===== src/rtl/ex_stage_pipe.sv =====
// Execute stage: operand forwarding, ALU, branch target and EX/MEM register.
// Define EX_MUL_EN to build the iterative radix-2 multiplier (alu_op 10).
module ex_stage_pipe #(
    parameter int XLEN      = 32,
    parameter int PC_W      = 32,
    parameter int REG_AW    = 5,
    parameter int IMM_SHIFT = 1
) (
    input  logic              clk,
    input  logic              reset_n,
    input  logic              flush,
    input  logic              in_valid,
    output logic              in_ready,
    input  logic [6:0]        ctl_in,
    input  logic [3:0]        alu_op,
    input  logic              alu_src,
    input  logic [REG_AW-1:0] rd_in,
    input  logic [XLEN-1:0]   imm_in,
    input  logic [XLEN-1:0]   rs1_data,
    input  logic [XLEN-1:0]   rs2_data,
    input  logic [PC_W-1:0]   pc_in,
    input  logic [XLEN-1:0]   mem_data,
    input  logic [XLEN-1:0]   wb_data,
    input  logic [1:0]        fwd_a,
    input  logic [1:0]        fwd_b,
    output logic              out_valid,
    input  logic              out_ready,
    output logic [6:0]        ctl_out,
    output logic [REG_AW-1:0] rd_out,
    output logic [XLEN-1:0]   alu_result_out,
    output logic              zero_out,
    output logic [PC_W-1:0]   pc_imm_out,
    output logic [XLEN-1:0]   store_data_out,
    output logic [PC_W-1:0]   pc_out,
    output logic              busy,
    output logic              dbg_state
);
    localparam int SH_W = $clog2(XLEN);

    // Handshake: an op transfers on any edge where valid && ready are both high;
    // a producer holding valid keeps its payload stable until that edge.
    logic [XLEN-1:0]   w_op_a, w_op_b_fwd, w_op_b, w_alu;
    logic [PC_W-1:0]   w_pc_imm;
    logic [SH_W-1:0]   w_shamt;
    logic              w_accept, w_busy, w_ld;
    logic [6:0]        w_ld_ctl;
    logic [REG_AW-1:0] w_ld_rd;
    logic [XLEN-1:0]   w_ld_result, w_ld_store;
    logic [PC_W-1:0]   w_ld_pc, w_ld_pc_imm;

    logic              r_out_valid, r_zero;
    logic [6:0]        r_ctl;
    logic [REG_AW-1:0] r_rd;
    logic [XLEN-1:0]   r_result, r_store;
    logic [PC_W-1:0]   r_pc, r_pc_imm;

    always_comb begin
        w_op_a = rs1_data;
        if (fwd_a == 2'b10)      w_op_a = mem_data;
        else if (fwd_a == 2'b01) w_op_a = wb_data;
        w_op_b_fwd = rs2_data;
        if (fwd_b == 2'b10)      w_op_b_fwd = mem_data;
        else if (fwd_b == 2'b01) w_op_b_fwd = wb_data;
        w_op_b = alu_src ? imm_in : w_op_b_fwd;
    end

    assign w_shamt  = w_op_b[SH_W-1:0];
    assign w_pc_imm = pc_in + (PC_W'($signed(imm_in)) << IMM_SHIFT);

    always_comb begin
        w_alu = '0;
        case (alu_op)
            4'd0:    w_alu = w_op_a + w_op_b;
            4'd1:    w_alu = w_op_a - w_op_b;
            4'd2:    w_alu = w_op_a & w_op_b;
            4'd3:    w_alu = w_op_a | w_op_b;
            4'd4:    w_alu = w_op_a ^ w_op_b;
            4'd5:    w_alu = w_op_a << w_shamt;
            4'd6:    w_alu = w_op_a >> w_shamt;
            4'd7:    w_alu = $signed(w_op_a) >>> w_shamt;
            4'd8:    w_alu = {{(XLEN-1){1'b0}}, ($signed(w_op_a) < $signed(w_op_b))};
            4'd9:    w_alu = {{(XLEN-1){1'b0}}, (w_op_a < w_op_b)};
            default: w_alu = '0;
        endcase
    end

    assign in_ready = !w_busy && !flush && (!r_out_valid || out_ready);
    assign w_accept = in_valid && in_ready;

`ifdef EX_MUL_EN
    localparam int CNT_W = $clog2(XLEN);
    typedef enum logic {S_IDLE = 1'b0, S_MUL = 1'b1} state_t;

    state_t            r_state, w_state_nxt;
    logic [CNT_W-1:0]  r_cnt;
    logic [XLEN-1:0]   r_mcand, r_mplier, r_acc, w_acc_nxt;
    logic [6:0]        r_p_ctl;
    logic [REG_AW-1:0] r_p_rd;
    logic [XLEN-1:0]   r_p_store;
    logic [PC_W-1:0]   r_p_pc, r_p_pc_imm;
    logic              w_is_mul, w_mul_done;

    assign w_is_mul   = (alu_op == 4'd10);
    assign w_mul_done = (r_state == S_MUL) && (r_cnt == CNT_W'(XLEN-1));
    assign w_acc_nxt  = r_acc + (r_mplier[0] ? r_mcand : '0);
    assign dbg_state  = r_state;

    always_ff @(posedge clk or negedge reset_n) begin
        if (!reset_n) r_state <= S_IDLE;
        else          r_state <= w_state_nxt;
    end

    always_comb begin
        w_state_nxt = r_state;
        w_busy      = (r_state == S_MUL);
        if (flush) begin
            w_state_nxt = S_IDLE;
        end else begin
            case (r_state)
                S_IDLE:  if (w_accept && w_is_mul) w_state_nxt = S_MUL;
                S_MUL:   if (w_mul_done) w_state_nxt = S_IDLE;
                default: w_state_nxt = S_IDLE;
            endcase
        end
    end

    // Operand and side-band latches hold the op for the whole iteration.
    always_ff @(posedge clk or negedge reset_n) begin
        if (!reset_n) begin
            r_cnt      <= '0;
            r_mcand    <= '0;
            r_mplier   <= '0;
            r_acc      <= '0;
            r_p_ctl    <= '0;
            r_p_rd     <= '0;
            r_p_store  <= '0;
            r_p_pc     <= '0;
            r_p_pc_imm <= '0;
        end else if (flush) begin
            r_cnt <= '0;
        end else if (w_accept && w_is_mul) begin
            r_cnt      <= '0;
            r_mcand    <= w_op_a;
            r_mplier   <= w_op_b;
            r_acc      <= '0;
            r_p_ctl    <= ctl_in;
            r_p_rd     <= rd_in;
            r_p_store  <= w_op_b_fwd;
            r_p_pc     <= pc_in;
            r_p_pc_imm <= w_pc_imm;
        end else if (r_state == S_MUL) begin
            r_acc    <= w_acc_nxt;
            r_mcand  <= r_mcand << 1;
            r_mplier <= r_mplier >> 1;
            r_cnt    <= r_cnt + 1'b1;
        end
    end

    assign w_ld        = w_mul_done || (w_accept && !w_is_mul);
    assign w_ld_ctl    = w_mul_done ? r_p_ctl    : ctl_in;
    assign w_ld_rd     = w_mul_done ? r_p_rd     : rd_in;
    assign w_ld_result = w_mul_done ? w_acc_nxt  : w_alu;
    assign w_ld_store  = w_mul_done ? r_p_store  : w_op_b_fwd;
    assign w_ld_pc     = w_mul_done ? r_p_pc     : pc_in;
    assign w_ld_pc_imm = w_mul_done ? r_p_pc_imm : w_pc_imm;
`else
    assign w_busy      = 1'b0;
    assign dbg_state   = 1'b0;
    assign w_ld        = w_accept;
    assign w_ld_ctl    = ctl_in;
    assign w_ld_rd     = rd_in;
    assign w_ld_result = w_alu;
    assign w_ld_store  = w_op_b_fwd;
    assign w_ld_pc     = pc_in;
    assign w_ld_pc_imm = w_pc_imm;
`endif

    // Drain clears valid/ctl; a load on the same edge overrides it.
    always_ff @(posedge clk or negedge reset_n) begin
        if (!reset_n) begin
            r_out_valid <= 1'b0;
            r_ctl       <= '0;
            r_rd        <= '0;
            r_result    <= '0;
            r_zero      <= 1'b0;
            r_store     <= '0;
            r_pc        <= '0;
            r_pc_imm    <= '0;
        end else if (flush) begin
            r_out_valid <= 1'b0;
            r_ctl       <= '0;
        end else begin
            if (r_out_valid && out_ready) begin
                r_out_valid <= 1'b0;
                r_ctl       <= '0;
            end
            if (w_ld) begin
                r_out_valid <= 1'b1;
                r_ctl       <= w_ld_ctl;
                r_rd        <= w_ld_rd;
                r_result    <= w_ld_result;
                r_zero      <= (w_ld_result == '0);
                r_store     <= w_ld_store;
                r_pc        <= w_ld_pc;
                r_pc_imm    <= w_ld_pc_imm;
            end
        end
    end

    assign out_valid      = r_out_valid;
    assign ctl_out        = r_ctl;
    assign rd_out         = r_rd;
    assign alu_result_out = r_result;
    assign zero_out       = r_zero;
    assign store_data_out = r_store;
    assign pc_out         = r_pc;
    assign pc_imm_out     = r_pc_imm;
    assign busy           = w_busy;
endmodule

===== config.mk =====
export PLATFORM = sky130hd
export DESIGN_NAME = ex_stage_pipe
export DESIGN_NICKNAME = d
export VERILOG_FILES = /design/src/rtl/ex_stage_pipe.sv
export SDC_FILE = /design/constraint.sdc
export NUM_CORES = 1
export LEC_CHECK = 0
export ABC_AREA = 1
export BUFFER_PORTS_ARGS = -buffer_cell sky130_fd_sc_hd__buf_2
export CELL_PAD_IN_SITES_DETAIL_PLACEMENT = 0
export CELL_PAD_IN_SITES_GLOBAL_PLACEMENT = 2
export CORE_MARGIN = 3
export CORE_UTILIZATION = 29
export CTS_CLUSTER_DIAMETER = 150
export CTS_CLUSTER_SIZE = 30
export DETAILED_ROUTE_END_ITERATION = 8
export GPL_ROUTABILITY_DRIVEN = 1
export PLACE_DENSITY_LB_ADDON = 0.1
export SYNTH_ARGS = -nofsm -noshare
export SYNTH_HDL_FRONTEND = slang
export SYNTH_SLANG_ARGS = --single-unit

===== constraint.sdc =====
create_clock -name clk -period 2.6 [get_ports clk]
set_clock_uncertainty 0.2 [all_clocks]
set_input_delay 0.52 -clock clk [delete_from_list [all_inputs] [get_ports clk]]
set_output_delay 0.52 -clock clk [all_outputs]
set_load 0.1 [all_outputs]

==> impl_metrics.tcl <==
set metrics [dict create \
    drive_above_1_share_pct 48.4 \
    final_net_count 4815 \
    run_status "finished with violations" \
    grt_pass1_vias 28037 \
    detailedPlacementHpwl_um 100000 \
    clock_sink_count 141 \
    synth_seq_area_share_pct 19.4 \
    tritoncts "yes" \
    postSynthCellCount 3141 \
    report.final.setup_viol 39 \
    clock-root-buffer "sky130_fd_sc_hd__clkbuf_16" \
    critical_path_arrival_ps 4140 \
    rsz_0062_raised_after_global_routing "yes" \
    placed_inst_area_um2 28100 \
    placement_rows 91 \
    detailedPlace.worstSlack_ps -2730 \
    report.final.slew_viol_count 0 \
    grt_pass1_wl_um 181000 \
    timing.critical_path.slowest_cell_delay_ps 140 \
    timing.slew.headroom_pct 48.3 \
    ir_drop_mv 0.643 \
    top_library_cells_by_usage_in_the_layout_fill_and_taps_aside "942 x sky130_fd_sc_hd__buf_4, 855 x sky130_fd_sc_hd__nand2_1, 474 x sky130_fd_sc_hd__nand3_1" \
    crit_top_cell "sky130_fd_sc_hd__buf_4" \
    port_buffers 360 \
    ioPinCount 363 \
    postSynthRegisterBits 141 \
    max_cap_viol_count 0 \
    post_drt_wl_per_cell_um 23.7 \
    areaGrowthSynthToFinish_pct 86.8 \
    gp_congestion 1.04 \
    setup_ws_ps -1380 \
    hold_violations_final 0 \
    number_of_antenna_violations_at_the_first_check_in_global_routing 20 \
    number_of_buffers_and_inverters_on_the_critical_path 27 \
    critPathCaptureType "register" \
    failed_checks "setup timing" \
    layout.filler_cells 6140 \
    async_reset_ff_share_pct 100 \
    worst_hold_slack_ps 72.9 \
    cellLeakagePower_nw 17.5 \
    period_minus_slack_ps 3980 \
    cts_buffer_depth 2 \
    timing.reg2reg.setup_slack_ps 680 \
    ys_warn_count 0 \
    postSynthAreaPerCell_um2 5.78 \
    clock_latency_late_sink_ps 440 \
    timing_worst_setup_path_type "in2reg" \
    die_y_um 256 \
    fp.coreArea_um2 61800 \
    global_route_total_usage_across_every_layer_pct 36.6 \
    synth_ff_type "sky130_fd_sc_hd__dfrtp_1" \
    p_per_area_nw_per_um2 576 \
    synth_edf_count 0 \
    ant_nets 0 \
    finalInstanceArea_um2 33900 \
    first_pass_iters 6 \
    drcViolationCount 0 \
    finalCritPeriodShare_pct 153 \
    total_power_mw 19.5 \
    placedCellCount 5111 \
    floorplan.die_area_um2 65700 \
    largest_net_degree_at_the_start_of_global_routing 83 \
    path_max_fanout 4 \
    max_clk_rate_mhz 252 \
    clkTransAtPathRegs_ps 60 \
    netlist-cell-type-count 52 \
    die_w_um 256 \
    timing.critical_path.required_ps 2770 \
    stdcell_count 5329 \
    path_delay_family "buffers and inverters" \
    critical_path.startpoint_type "input pin" \
    htree_levels 4 \
    grt.overflow.total 0 \
    totalWireLength_um 126000 \
    cts_buffers 17 \
    hold_class "in2reg" \
    most_frequent_standard_cell_in_the_layout_excluding_fill_and_tap_cells "sky130_fd_sc_hd__buf_4" \
    tightestPinTransition_ps 775 \
    route.vias.total 28082 \
    vias_per_cell 5.27 \
    fin_util_pct 54.9 \
    netlist_area_um2 18200 \
    detailedRoute.firstIterationViolations 2532 \
    starting_density_of_the_core_pct 29.4 \
    slowest_stage "sky130_fd_sc_hd__buf_6" \
    fin_setup_tns_ps -35890 \
]
==> final timing paths <==
| kind | startpoint | end | depth (start not counted) |
|---|---|---|---|
| setup / recovery | fwd_b[0] | store_data_out[6] | 31 |
| hold / removal | rd_in[3] | rd_out[3] | 3 |
| setup reg to reg | out_valid | ctl_out[5] | 7 |
| hold reg to reg | pc_out[12] | pc_out[12] | 2 |
| max in group asynchronous | reset_n | alu_result_out[3] | 3 |
| min in group asynchronous | reset_n | ctl_out[5] | 2 |
==> report_power, final <==
group | leakage [nW] | switching (mW) | internal (mW)
sequential | 1.78 | 0.248 | 2.58
clock | 0.296 | 1.04 | 1.59
combinational | 15.5 | 9.13 | 4.95
total | 17.5 | 10.4 | 9.12
==> worst min-delay path, cell delays in order <==
cell and delay, ps:
sky130_fd_sc_hd__buf_2 70, sky130_fd_sc_hd__nand2_1 40, sky130_fd_sc_hd__nand2_1 40
==> kinds of logic after synthesis <==
logic type               count (synthesis)  share of synthesized area (%)
AND/OR/NAND/NOR                       1896                           44.9
AO/OA/AOI/OAI                          500                           15.2
buffers and inverters                  443                           9.95
flip-flops                             141                           19.4
adder cells (fa/ha/maj)                131                           9.15
XOR/XNOR                                29                           1.40
other                                    1                         0.0206
==> registers in the layout (all words and copies together) (netlist names) <==
register	cells
out_valid	1
store_data_out	32
zero_out	1
pc_out	32
rd_out	5
ctl_out	7
pc_imm_out	31
alu_result_out	32
==> layout make-up <==
cell class	count	area [um2]	share of cell area, %
multi-input combinational	2563	16500	48.7
clock inverter	12	170	0.502
sequential	141	3530	10.4
timing repair buffer	1456	11100	32.6
inverter	287	1130	3.33
clock buffer	18	429	1.26
antenna	15	37.5	0.111
tap	837	1050	3.09
==> synthesized netlist by cell type (17+ instances only) <==
cell type,number,area share [%]
sky130_fd_sc_hd__xnor2_1,17,0.82
sky130_fd_sc_hd__nand2_1,1001,21
sky130_fd_sc_hd__nand3_1,542,15
sky130_fd_sc_hd__ha_1,128,8.8
sky130_fd_sc_hd__buf_2,50,1.4
sky130_fd_sc_hd__nand4_1,25,0.86
sky130_fd_sc_hd__o21ai_0,232,6.4
sky130_fd_sc_hd__inv_1,273,5.6
sky130_fd_sc_hd__nor2_1,231,4.8
sky130_fd_sc_hd__or2_2,22,0.76
sky130_fd_sc_hd__a21oi_1,160,4.4
sky130_fd_sc_hd__dfrtp_1,141,19
sky130_fd_sc_hd__clkbuf_1,84,1.7
==> layer usage <==
layer  up-vias  track usage [%]  part of all wire (%)  routed length, um
met3       252             8.13                   8.5              10800
met2      1301             59.1                    45              56600
met1     13471             47.3                    42              52500
li1      13046                -                     -                  -
met5         -                0                 0.065                 82
met4        12             14.7                   4.9               6190
==> timing repair <==
action,in CTS,in global routing
resized for setup,651,315
endpoints found under the setup margin,46,48
hold buffers,1,0
pin swaps,158,214
endpoints found under the hold margin,26,0
cloned,9,2
buffers inserted,134,61
Note: power is estimated with default switching activity, not from simulation.
